**src/rtl/bj_game_ctrl.sv**
```systemverilog
// Blackjack game controller: button conditioning, LFSR card source,
// per-hand running totals and the deal/player/dealer/result state machine.
module bj_game_ctrl #(
   parameter logic [15:0] LFSR_SEED    = 16'hACE1,
   parameter int          DEALER_STAND = 17
) (
   input  logic       clk,
   input  logic       rst_n,
   input  logic       ena,
   input  logic       btn_deal,
   input  logic       btn_hit,
   input  logic       btn_stand,
   input  logic       dbg_card_en,
   input  logic [3:0] dbg_card,
   output logic [4:0] player_total,
   output logic [4:0] dealer_total,
   output logic [2:0] phase,
   output logic [1:0] result,
   output logic       busy
);

   typedef enum logic [2:0] {
      S_IDLE   = 3'd0,
      S_DEAL   = 3'd1,
      S_PLAYER = 3'd2,
      S_DEALER = 3'd3,
      S_RESULT = 3'd4
   } state_t;

   localparam logic [4:0] STAND_TOTAL = 5'(DEALER_STAND);

   // Button index within the conditioning vectors.
   localparam int B_DEAL  = 0;
   localparam int B_HIT   = 1;
   localparam int B_STAND = 2;

   logic [2:0]  sync1_q, sync1_d, sync2_q, sync2_d, prev_q, prev_d;
   logic [1:0]  settle_q, settle_d;
   logic [15:0] lfsr_q, lfsr_d;
   state_t      state_q, state_d;
   logic [4:0]  p_hard_q, p_hard_d, d_hard_q, d_hard_d;
   logic        p_ace_q, p_ace_d, d_ace_q, d_ace_d;
   logic [1:0]  card_cnt_q, card_cnt_d;
   logic        hit_pend_q, hit_pend_d;
   logic [1:0]  result_q, result_d;
   logic        busy_q, busy_d;

   logic        settled;
   logic [2:0]  pulse;
   logic        card_valid;
   logic [3:0]  card_rank;
   logic [4:0]  card_val;
   logic        card_ace;
   logic [4:0]  p_best, d_best;

   function automatic logic [4:0] add_sat(input logic [4:0] hard, input logic [4:0] val);
      logic [5:0] sum;
      sum = {1'b0, hard} + {1'b0, val};
      return sum[5] ? 5'd31 : sum[4:0];
   endfunction

   // An ace counts as 11 only while that keeps the hand at 21 or below.
   function automatic logic [4:0] best_total(input logic [4:0] hard, input logic ace);
      if (ace && hard <= 5'd11) return hard + 5'd10;
      return hard;
   endfunction

   assign p_best = best_total(p_hard_q, p_ace_q);
   assign d_best = best_total(d_hard_q, d_ace_q);

   // Button synchronizers and edge detectors. The edge detector is held high
   // until the synchronizer pipeline has refilled after reset, so a button
   // held through reset release never looks like a fresh press.
   always_comb begin
      // NOTE: combinational blocks use blocking '=' and sequential blocks use
      // non-blocking '<=', so simulation ordering matches the synthesized logic.
      sync1_d  = {btn_stand, btn_hit, btn_deal};
      sync2_d  = sync1_q;
      settled  = (settle_q == 2'd2);
      settle_d = settled ? settle_q : settle_q + 2'd1;
      prev_d   = settled ? sync2_q : 3'b111;
      pulse    = settled ? (sync2_q & ~prev_q) : 3'b000;
   end

   // Card source: LFSR advance plus rank/value decode of this cycle's draw.
   always_comb begin
      lfsr_d = {lfsr_q[14:0], lfsr_q[15] ^ lfsr_q[13] ^ lfsr_q[12] ^ lfsr_q[10]};
      if (dbg_card_en) begin
         card_valid = 1'b1;
         card_rank  = (dbg_card == 4'd0 || dbg_card > 4'd13) ? 4'd1 : dbg_card;
      end else begin
         card_valid = (lfsr_q[3:0] <= 4'd12);
         card_rank  = lfsr_q[3:0] + 4'd1;
      end
      card_ace = (card_rank == 4'd1);
      card_val = (card_rank >= 4'd10) ? 5'd10 : {1'b0, card_rank};
   end

   // Game state machine next-state and hand bookkeeping.
   always_comb begin
      // NOTE: every signal gets a default before the case so no path leaves
      // it unassigned, which would otherwise infer a latch.
      state_d    = state_q;
      p_hard_d   = p_hard_q;
      d_hard_d   = d_hard_q;
      p_ace_d    = p_ace_q;
      d_ace_d    = d_ace_q;
      card_cnt_d = card_cnt_q;
      hit_pend_d = hit_pend_q;
      result_d   = result_q;

      case (state_q)
         S_IDLE, S_RESULT: begin
            if (pulse[B_DEAL]) begin
               state_d    = S_DEAL;
               p_hard_d   = 5'd0;
               d_hard_d   = 5'd0;
               p_ace_d    = 1'b0;
               d_ace_d    = 1'b0;
               card_cnt_d = 2'd0;
               hit_pend_d = 1'b0;
               result_d   = 2'b00;
            end
         end
         S_DEAL: begin
            if (card_valid) begin
               // Even-numbered cards go to the player, odd ones to the dealer.
               if (!card_cnt_q[0]) begin
                  p_hard_d = add_sat(p_hard_q, card_val);
                  p_ace_d  = p_ace_q | card_ace;
               end else begin
                  d_hard_d = add_sat(d_hard_q, card_val);
                  d_ace_d  = d_ace_q | card_ace;
               end
               card_cnt_d = card_cnt_q + 2'd1;
               if (card_cnt_q == 2'd3) state_d = S_PLAYER;
            end
         end
         S_PLAYER: begin
            if (p_hard_q > 5'd21) begin
               state_d    = S_RESULT;
               result_d   = 2'b10;
               hit_pend_d = 1'b0;
            end else if (p_best == 5'd21 || pulse[B_STAND]) begin
               // Stand takes priority; a simultaneous hit is simply dropped.
               state_d    = S_DEALER;
               hit_pend_d = 1'b0;
            end else if (hit_pend_q && card_valid) begin
               p_hard_d   = add_sat(p_hard_q, card_val);
               p_ace_d    = p_ace_q | card_ace;
               hit_pend_d = 1'b0;
            end else if (pulse[B_HIT]) begin
               hit_pend_d = 1'b1;
            end
         end
         S_DEALER: begin
            if (d_best < STAND_TOTAL) begin
               if (card_valid) begin
                  d_hard_d = add_sat(d_hard_q, card_val);
                  d_ace_d  = d_ace_q | card_ace;
               end
            end else begin
               state_d = S_RESULT;
               if (d_hard_q > 5'd21)     result_d = 2'b01;
               else if (p_best > d_best) result_d = 2'b01;
               else if (p_best < d_best) result_d = 2'b10;
               else                      result_d = 2'b11;
            end
         end
         default: state_d = S_IDLE;
      endcase

      busy_d = (state_d == S_DEAL) || (state_d == S_DEALER);
   end

   // State registers; everything holds while ena is low.
   always_ff @(posedge clk or negedge rst_n) begin
      if (!rst_n) begin
         sync1_q    <= 3'b000;
         sync2_q    <= 3'b000;
         prev_q     <= 3'b111;
         settle_q   <= 2'd0;
         lfsr_q     <= LFSR_SEED;
         state_q    <= S_IDLE;
         p_hard_q   <= 5'd0;
         d_hard_q   <= 5'd0;
         p_ace_q    <= 1'b0;
         d_ace_q    <= 1'b0;
         card_cnt_q <= 2'd0;
         hit_pend_q <= 1'b0;
         result_q   <= 2'b00;
         busy_q     <= 1'b0;
      end else if (ena) begin
         sync1_q    <= sync1_d;
         sync2_q    <= sync2_d;
         prev_q     <= prev_d;
         settle_q   <= settle_d;
         lfsr_q     <= lfsr_d;
         state_q    <= state_d;
         p_hard_q   <= p_hard_d;
         d_hard_q   <= d_hard_d;
         p_ace_q    <= p_ace_d;
         d_ace_q    <= d_ace_d;
         card_cnt_q <= card_cnt_d;
         hit_pend_q <= hit_pend_d;
         result_q   <= result_d;
         busy_q     <= busy_d;
      end
   end

   assign player_total = p_best;
   assign dealer_total = d_best;
   assign phase        = state_q;
   assign result       = result_q;
   assign busy         = busy_q;

endmodule

```
**config.mk**
```make
export PLATFORM = sky130hd
export DESIGN_NAME = bj_game_ctrl
export DESIGN_NICKNAME = d
export VERILOG_FILES = /design/src/rtl/bj_game_ctrl.sv
export SDC_FILE = /design/constraint.sdc
export NUM_CORES = 1
export LEC_CHECK = 0
export CAP_MARGIN = 20
export CORE_UTILIZATION = 35
export CTS_CLUSTER_SIZE = 14
export DETAILED_ROUTE_END_ITERATION = 8
export SLEW_MARGIN = 25
export SYNTH_ARGS = -nofsm -noshare
export SYNTH_HDL_FRONTEND = slang
export SYNTH_SLANG_ARGS = --single-unit
export TNS_END_PERCENT = 100
```
**constraint.sdc**
```tcl
create_clock -name clk -period 4.9 [get_ports clk]
set_input_delay 0.98 -clock clk [delete_from_list [all_inputs] [get_ports clk]]
set_output_delay 0.98 -clock clk [all_outputs]
set_load 0.05 [all_outputs]
```
==> metrics.md <==
| Metric | Value |
|---|---|
| Via/cell ratio | 5.186 |
| Slew Viols, Final | 0 |
| Antenna Diode Count | 0 |
| Final Core Density | 0.4084 |
| Yosys cell types | 63 |
| Vias | 2598 |
| Detailed Route WL | 6825 um |
| Top achievable clock speed | 0.2728 GHz |
| R2r setup slk | 1710 ps |
| Slew @ Worst Pin | 801.0 ps |
| First-pass GRT wire length | 12090 um |
| Synthesized net count | 390 |
| Setup Buffers After CTS | 0 |
| Num Clock Sinks | 48 |
| Die ar. | 0.01002 mm2 |
| CTS tree | built |
| Ports | 27 |
| Port bufs | 26 |
| Hold Fails Final Rpt | 0 |
| Bufs and invs on worst path | 2 |
| CTS Buffer Depth | 2 |
| Global route overflow | 0 |
| Hold buffer count at CTS | 0 |
| Seq/Total Area, Yosys | 0.3607 |
| Max IR drop VDD | 0.2383 mV |
| Top cell family by delay on the critical path | compound AO/OA/AOI/OAI gates |
| Final ANT Viol Nets | 0 |
| R2R cell count | 12 |
| Yosys reg bits | 48 |
| Net count, final | 407 |
| Worst Path Required | 5100 ps |
| Worst R2R End | p_hard_q[1]$_DFFE_PN0P_ |
| Reg clk slew, reported paths | 90 ps |
| Crit path capture type | flip-flop |
| Post_cts resized | 0 |
| Maximum number of pins on one net before global-route repair | 49 |
| Initial Utilization | 0.3628 |
| Core Area | 0.009284 mm2 |
| WS Path Type | in -> reg |
| Synth Warn # | 0 |
| HP Class | reg -> reg |
| Ys flop type | dfrtp_1 |
| Rows | 35 |
| Tmin final | 3665 ps |
| # Max-Cap Violations | 0 |
| Crit start category | input pin |
| Syn Inst Count | 354 |
| Critical-path cell list | clkdlybuf4s50_1 -> nand3_1 -> o21ai_1 -> inv_1 -> o21ai_0 -> ha_1 -> a21o_1 -> a21oi_1 -> nor2b_1 -> o211ai_1 -> o21ai_0 -> mux2_4 |
| Vias in the first global route | 2528 |
| Slew HR | 0.4624 |
| End of the critical path | p_hard_q[1]$_DFFE_PN0P_ |
| Hold Startpoint | settle_q[0]$_DFFE_PN0P_ |
| Tot GR Track Use | 0.1502 |
| DR pass1 iterations | 4 |
| Post-DR wirelength/cell | 13.62 um |
| # fillers | 980 |
| Worst skew pair latency | 310 ps |
| Chip Width | 100.1 um |
| Slowest-stage cell, CP | clkdlybuf4s50_1 |
| Die Y | 100.1 um |
| Crit path top cell by count | o21ai_0 |
| Hpwl dp | 5062 um |
| Setup Skew | 6.839 ps |
| Status | finished, final reports clean |
| Crit-path max cell delay | 610 ps |
| Place WS | 904.7 ps |
| Leakage | 1.636 nW |
| Worst Path Max Fanout | 8 |
| Final period utilization | 0.7480 |
| Reg-to-reg startpoint | lfsr_q[0]$_DFFE_PN1P_ |
| Initial antenna violation count | 0 |
| Worst EP arrival | 3860 ps |
| Layout cell share with drive strength beyond 1 | 0.1505 |
| Fin Setup TNS | 0 ps |
| H-tree lvl count | 2 |
| DRC errors left | 0 |
| 1st-iter DRT viols | 99 |
| Root buffer cell | clkbuf_8 |
| Netlist Area Pre-Place | 0.003368 mm2 |
| Routability cong. | 0.8376 |
| Critical Path Stages | 12 |
| Post-synth ARST share | 1.000 |
| Number of enable flip-flop cells after synthesis | 0 |
| Area growth, synth to finish | 12.56% |
| Final setup fails | 0 |
| TritonCTS Buffers | 5 |
| Crit. Startpoint | dbg_card_en |
| Unrepaired setup endpoints after global routing | false |
| Syn avg cell area | 9.515 um2 |
| Fin worst setup slack | 1235 ps |
| Cell Pwr Density | 553.5 mW/mm2 |
through the flow:
stage / power, mW / hold WS (ps) / instance area (um2) / std cells
6_report: 2.098 / 478.9 / 3791 / 501
5_1_grt: 2.285 / 485.9 / 3791 / 501
4_1_cts: 2.124 / 481.7 / 3791 / 501
3_5_place_dp: 1.858 / 464.1 / 3694 / 493
3_3_place_gp: 1.836 / 462.6 / 3694 / 493
2_1_floorplan: 1.597 / 446.5 / 3368 / 354
report_power, final:
part           internal [mW]  switching (mW)
sequential             0.558           0.180
clock                  0.114           0.139
combinational          0.478           0.629
total                   1.15           0.948
cells in the mapped netlist, types with 4 or more instances:
library cell | n | area (um2)
nand3_1 | 7 | 35.03
clkbuf_1 | 6 | 22.52
a21oi_1 | 19 | 95.09
dfstp_2 | 11 | 289.0
nor2_1 | 17 | 63.81
nor3_1 | 6 | 30.03
dfrtp_1 | 37 | 925.9
a21o_1 | 10 | 75.07
xnor2_1 | 9 | 78.83
o21ai_0 | 25 | 125.1
ha_1 | 23 | 287.8
nand2b_1 | 10 | 62.56
nor3b_1 | 4 | 30.03
nor2b_1 | 10 | 62.56
nand2_1 | 36 | 135.1
inv_1 | 22 | 82.58
mux2_2 | 20 | 225.2
a31oi_1 | 10 | 62.56
nand3b_1 | 4 | 30.03
xor2_1 | 5 | 43.79
buf_2 | 4 | 20.02
worst min-delay path by stage:
| stage | endpoint | slack, ps | cells past startpoint |
|---|---|---|---|
| 2_1_floorplan | settle_q[0]$_DFFE_PN0P_ | 450 | 1 |
| 3_5_place_dp | settle_q[0]$_DFFE_PN0P_ | 460 | 1 |
| 4_1_cts | settle_q[0]$_DFFE_PN0P_ | 480 | 1 |
| 3_3_place_gp | sync2_q[2]$_DFFE_PN0P_ | 460 | 2 |
| 6_report | settle_q[0]$_DFFE_PN0P_ | 480 | 1 |
| 5_1_grt | settle_q[0]$_DFFE_PN0P_ | 490 | 1 |
layer usage:
| metal | vias to the layer above | GRT usage | wire length (um) |
|---|---|---|---|
| li1 | 1293 | - | - |
| met1 | 1251 | 0.1988 | 3337 |
| met2 | 45 | 0.2504 | 3195 |
| met3 | 9 | 0.02646 | 183 |
| met4 | 0 | 0.04794 | 110 |
| met5 | - | 0 | 0 |
cell families after synthesis:
family / count (synthesis) / synth area share
AOI/OAI and AO/OA: 95 / 0.1943
xor gates and xnor gates: 14 / 0.03640
adders and majority gates: 25 / 0.09733
buffers and inverters: 40 / 0.05609
DFF: 48 / 0.3607
muxes: 23 / 0.07875
and+or+nand+nor: 109 / 0.1765
worst register-to-register path: stages, from the launching register on:
cell      delay (ps)
dfstp_2          570
nand3_1          100
xor2_1           150
o21ai_1          320
inv_1             60
o21ai_0          330
ha_1             300
a21o_1           180
a21oi_1          260
nor2b_1           80
o211ai_1         290
o21ai_0          150
mux2_4           270
flip-flops by register name (all words and copies together), names as in the netlist, 2 cells and up:
signal,flops
card_cnt_q,2
d_hard_q,5
lfsr_q,16
p_hard_q,5
phase,3
prev_q,3
result,2
settle_q,2
sync1_q,3
sync2_q,3
cell type report:
class	instances	area (um2)	share of cell area
Inverter	22	82.58	0.02178
Clock buffer	6	82.58	0.02178
Sequential cell	48	1215	0.3205
Tap cell	129	161.4	0.04257
Timing Repair Buffer	28	270.3	0.07129
Multi-Input combinational cell	266	1964	0.5182
Clock inverter	2	15.01	0.003960
placed cells by master (no fill, tap or decap), types with 3 or more instances in the layout:
| master | Yosys | layout |
|---|---|---|
| o21ai_0 | 25 | 25 |
| ha_1 | 23 | 23 |
| xor2_1 | 5 | 5 |
| nand3b_1 | 4 | 4 |
| mux2_2 | 20 | 20 |
| nor3b_1 | 4 | 4 |
| o31ai_1 | 3 | 3 |
| a31oi_1 | 10 | 10 |
| dfrtp_1 | 37 | 37 |
| a21oi_1 | 19 | 19 |
| nor2_1 | 17 | 17 |
| inv_1 | 22 | 22 |
| xnor2_1 | 9 | 9 |
| clkbuf_8 | 0 | 6 |
| nor3_1 | 6 | 6 |
| dfstp_2 | 11 | 11 |
| nor2b_1 | 10 | 10 |
| a211o_1 | 3 | 3 |
| a21o_1 | 10 | 10 |
| nand2_1 | 36 | 36 |
| nand3_1 | 7 | 7 |
| clkdlybuf4s50_1 | 0 | 25 |
| nand2b_1 | 10 | 10 |
No activity file was read; power rests on OpenSTA's default activity.
